===== src/rtl/serial_paralelo.sv =====
// Receive-side serial-to-parallel converter: aligns to the idle COM symbol, declares the
// link active after a run of aligned COMs, then delivers every non-COM byte with a valid flag.
module serial_paralelo #(
    parameter logic [7:0] COM_SYMBOL   = 8'hBC,
    parameter int         ACTIVE_COUNT = 4
) (
    input  logic       clk_32f,
    input  logic       reset,
    input  logic       data_in,
    output logic [7:0] data_out,
    output logic       valid_out,
    output logic       active
);

    typedef enum logic [1:0] {
        ST_SEARCH  = 2'd0,
        ST_ALIGNED = 2'd1,
        ST_ACTIVE  = 2'd2
    } state_t;

    localparam logic [3:0] ACT_CNT = 4'(ACTIVE_COUNT);

    state_t     state_q;
    logic [7:0] sr_q;
    logic [2:0] bit_cnt_q;
    logic [3:0] com_cnt_q;
    logic [7:0] data_q;
    logic       valid_q;
    logic       active_q;

    logic [7:0] nxt_s;
    logic       com_hit_s;
    logic       byte_done_s;
    logic [3:0] com_cnt_inc_s;

    // Byte completed by the current edge and its classification
    always_comb begin
        nxt_s         = {sr_q[6:0], data_in};
        com_hit_s     = (nxt_s == COM_SYMBOL);
        byte_done_s   = (bit_cnt_q == 3'd7);
        com_cnt_inc_s = com_cnt_q + 4'd1;
    end

    // Alignment FSM with registered parallel outputs
    always_ff @(posedge clk_32f or negedge reset) begin
        if (!reset) begin
            state_q   <= ST_SEARCH;
            sr_q      <= 8'd0;
            bit_cnt_q <= 3'd0;
            com_cnt_q <= 4'd0;
            data_q    <= 8'd0;
            valid_q   <= 1'b0;
            active_q  <= 1'b0;
        end else begin
            sr_q <= nxt_s;
            case (state_q)
                ST_SEARCH: begin
                    bit_cnt_q <= 3'd0;
                    if (com_hit_s) begin
                        com_cnt_q <= 4'd1;
                        if (ACT_CNT == 4'd1) begin
                            state_q  <= ST_ACTIVE;
                            active_q <= 1'b1;
                        end else begin
                            state_q <= ST_ALIGNED;
                        end
                    end else begin
                        com_cnt_q <= 4'd0;
                    end
                end
                ST_ALIGNED: begin
                    bit_cnt_q <= bit_cnt_q + 3'd1;
                    if (byte_done_s) begin
                        if (com_hit_s && (com_cnt_inc_s == ACT_CNT)) begin
                            state_q   <= ST_ACTIVE;
                            active_q  <= 1'b1;
                            com_cnt_q <= com_cnt_inc_s;
                        end else if (com_hit_s) begin
                            com_cnt_q <= com_cnt_inc_s;
                        end else begin
                            // Partial COM run is discarded; realign from scratch
                            state_q   <= ST_SEARCH;
                            com_cnt_q <= 4'd0;
                        end
                    end else begin
                        com_cnt_q <= com_cnt_q;
                    end
                end
                ST_ACTIVE: begin
                    bit_cnt_q <= bit_cnt_q + 3'd1;
                    active_q  <= 1'b1;
                    if (byte_done_s) begin
                        if (com_hit_s) begin
                            valid_q <= 1'b0;
                        end else begin
                            data_q  <= nxt_s;
                            valid_q <= 1'b1;
                        end
                    end else begin
                        valid_q <= valid_q;
                    end
                end
                default: begin
                    state_q   <= ST_SEARCH;
                    bit_cnt_q <= 3'd0;
                    com_cnt_q <= 4'd0;
                    valid_q   <= 1'b0;
                    active_q  <= 1'b0;
                end
            endcase
        end
    end

    assign data_out  = data_q;
    assign valid_out = valid_q;
    assign active    = active_q;

endmodule


===== config.mk =====
export PLATFORM = sky130hd
export DESIGN_NAME = serial_paralelo
export DESIGN_NICKNAME = d
export VERILOG_FILES = /design/src/rtl/serial_paralelo.sv
export SDC_FILE = /design/constraint.sdc
export NUM_CORES = 1
export LEC_CHECK = 0
export BUFFER_PORTS_ARGS = -buffer_cell sky130_fd_sc_hd__buf_4
export CAP_MARGIN = 10
export CORE_UTILIZATION = 56
export CTS_CLUSTER_DIAMETER = 50
export DETAILED_ROUTE_END_ITERATION = 8
export PLACE_DENSITY = 0.77
export REMOVE_ABC_BUFFERS = 1
export SETUP_SLACK_MARGIN = 0.5
export SYNTH_ARGS = -nofsm -noshare
export SYNTH_HDL_FRONTEND = slang
export SYNTH_SLANG_ARGS = --single-unit

===== constraint.sdc =====
create_clock -name clk_32f -period 2 [get_ports clk_32f]
set_clock_uncertainty 0.1 [all_clocks]
set_input_delay 0.3 -clock clk_32f [delete_from_list [all_inputs] [get_ports clk_32f]]
set_output_delay 0.3 -clock clk_32f [all_outputs]
set_load 0.05 [all_outputs]

==> results.txt <==
* Status: complete, no violations
- Clock insertion delay at the later pin of the skew report: 0.32 ns
* Highest attainable clock frequency: 568.5 MHz
* Synthesis-to-layout area growth: 34.29%
- Prior to clock tree synthesis, the placed netlist has a worst setup slack of 0.1948 ns.
- For the pin with the worst max-slew slack, the measured transition is 0.3716 ns.
- DRC: 0
- From bottom edge to top edge, the die measures 48.72 um.
- After synthesis, the mean cell area works out to 12.73 um2.
- Dividing the detail-routed via count by the number of cells gives 6.163.
* Final cycle utilization of the critical path: 0.8795
- Iteration-0 DRC count of the detailed router: 42
- The final max-slew violation count is 0.
- Summed over all cells, the static leakage comes to 0.7343 nW.
- Worst min path class: in -> reg
- STA classifies the critical path startpoint as a flop.
- The portion of synthesized area spent on multiplexers is 0.1075.
- Summed over all nets, wire length on met2 after detailed routing comes to 1465 um.
- Once routing completed, OpenROAD measured the worst setup slack at 0.2409 ns.
* Proportion of register bits with asynchronous set or reset after synthesis: 1.000
* Largest net degree at the start of global routing: 27
- Yosys printed 0 warnings.
- Number of global-route vias before repair: 895
- Reg clk slew, reported paths: 0.15 ns
* # nets final: 137
- The die covers 0.002374 mm2.
* Required time reported for the critical path endpoint: 2.18 ns
* Count of endpoints failing hold in the final timing report: 0
* Placeable core area: 0.002002 mm2
- DRT Pass-1 Iters: 4
- GRT Residual Overflow: 0
* Tightest slew margin relative to the limit: 0.7518
- After detailed routing, the wire length on met1 is 1235 um.
* Dominant combinational cell family by area after synthesis: simple AND/OR/NAND/NOR gates
- Counting along the longest clock path gives a buffer depth of 2.
- Filler cell count: 103
- Crit Path Max Fanout: 3
- Setup violations remaining at the end of the flow were counted as 0.
* Num CTS Buffers: 3
* Post-DP HPWL: 1503 um
* Number of sinks handled by clock tree synthesis: 26
- Maximum vdd ir drop: 0.5397 mV
- Global-route total usage across every layer: 0.2407
* First-pass GRT wire length: 4215 um
* Setup TNS: 0 ns
- The smallest clock period supported by the final layout is computed as 1.759 ns.
- The worst setup path is captured at a flop.
- Number of standard-cell rows in the floorplan: 16
- Of the total synthesized cell area, the portion taken by AND, OR, NAND and NOR gates is 0.1494.
- Hold Path Cell Cnt: 2
- Critical path arrival: 1.94 ns
* Share of synthesized cell area in full adder, half adder and majority cells: 0.07165
- Setup repair after global routing could not meet its margin everywhere.
- Die W: 48.72 um
* Primary flip-flop cell chosen by synthesis mapping: dfrtp_1
- Worst-case reg-to-reg path depth: 7
- Synthesis handed over a netlist of 96 instances.
- Summing over every cut layer, the via total after detailed routing is 943.
- Total power density per cell area: 668.6 mW/mm2
- Fraction of the mapped netlist area in compound gates: 0.1116
- In this run the tool buffered the top-level ports with 12 buffer cells.
- Summed over all layers, the routed wires come to 2957 um.
- In the final layout, the share of cells above drive strength 1 is 0.4683.
- Top-Level Pins: 13
- Final worst hold slack: 0.1440 ns
* Sequential-to-total area share from yosys stat: 0.5322
* Count of flip-flops with a built-in enable after synthesis: 0
- Number of antenna violations at the first check in global routing: 0
- The library cells used most frequently in the layout, excluding fill and tap cells, are dfrtp_1 (24), buf_4 (24), mux2_4 (9).
- Highest metal used: met4
- Wire length per cell: 19.33 um
* Setup CP Type: reg -> reg
- At the end of routability-driven placement, the weighted congestion stood at 0.9119.
- Post-detailed-route count of antenna-violating nets: 0
- The tool flagged a number of max-cap violations equal to 0.
* Synth Register Bits: 26
* Number of distinct library cells after synthesis: 35
- The cell sitting at the root of the clock tree is a clkbuf_4.
- H-tree depth: 1
- Clock tree from TritonCTS: done
- In this run the cell area of the synthesized design comes to 0.001222 mm2.
* Initial cell density of the core: 0.6106
* Routed wire length on met3: 142 um
- Of the total synthesized cell area, the portion taken by XOR and XNOR cells is 0.
- The repair_antennas step left the layout with diodes totalling 0.
cell usage after synthesis (all sizes together) (2+ instances only):
master	number	area [um2]
a21oi	6	30.03
and2	2	12.51
dfrtp	26	650.6
ha	7	87.58
inv	5	18.77
mux2	9	131.4
nand2	5	21.27
nand3	3	15.01
nand3b	2	15.01
nor2	2	7.510
nor2b	2	12.51
o21ai	6	30.03
or3	2	12.51
logic make-up (layout without fill, tap and decap cells):
group           Yosys count  in the layout
fa+ha+maj                 7              7
simple gates             26             27
flops                    26             26
buf+inv                   7             36
mux                       9              9
compound gates           21             21
metal layers:
layer,up-vias,track usage
li1,417,-
met1,463,0.3152
met2,47,0.3889
met3,16,0.02830
met4,0,0.1324
met5,-,0
worst max-delay path, stage by stage, from the launching register on:
cell and delay (ns):
dfrtp_2 0.47, buf_6 0.14, ha_4 0.16, nand3b_1 0.17, o31ai_4 0.09, buf_4 0.15
or3_4 0.36, nand3_2 0.08
final timing paths:
check | from | slack (ns) | end
max | com_cnt_q[0] | 0.24 | state_q[0]
min | data_in | 0.14 | data_out[0]
max reg2reg | com_cnt_q[0] | 0.24 | state_q[0]
min reg2reg | sr_q[4] | 0.32 | sr_q[5]
max in group asynchronous | reset | 1.23 | com_cnt_q[0]
min in group asynchronous | reset | 0.30 | com_cnt_q[2]
area by class of cell:
cell class	count	area, um2	area share
clock buffers	3	22.52	0.01372
multi-input cells	64	669.4	0.4078
clock inverters	1	30.03	0.01829
well taps	27	33.78	0.02058
repair buffers	27	211.5	0.1288
inverters	5	21.27	0.01296
flip-flops and latches	26	653.1	0.3979
state kept, by name, indices dropped and copies added (netlist names):
name       count
valid_out      1
data_out       8
com_cnt_q      4
active         1
sr_q           7
state_q        2
bit_cnt_q      3
power breakdown:
part | switching, mW | leakage [nW] | internal (mW)
logic | 0.101 | 0.366 | 0.0622
clock network | 0.162 | 0.0279 | 0.203
registers | 0.0215 | 0.340 | 0.548
metrics by stage:
stage / instance area (um2) / cells / power [mW] / util
after detailed placement: 1331 / 133 / 0.7102 / 0.6650
after global placement: 1331 / 133 / 0.7067 / 0.6650
after CTS: 1503 / 148 / 1.075 / 0.7506
final: 1642 / 153 / 1.097 / 0.8200
after floorplan: 1207 / 94 / 0.6617 / -
after global routing: 1642 / 153 / 1.130 / 0.8200
repair_timing:
action | 4_1_cts | 5_1_grt
endpoints found under the hold margin | 26 | 1
buffers inserted | 9 | 4
cloned | 1 | 0
pin swaps | 6 | 7
hold buffers | 1 | 1
endpoints found under the setup margin | 16 | 16
resized for setup | 10 | 18
No activity file was read; power rests on OpenSTA's default activity.
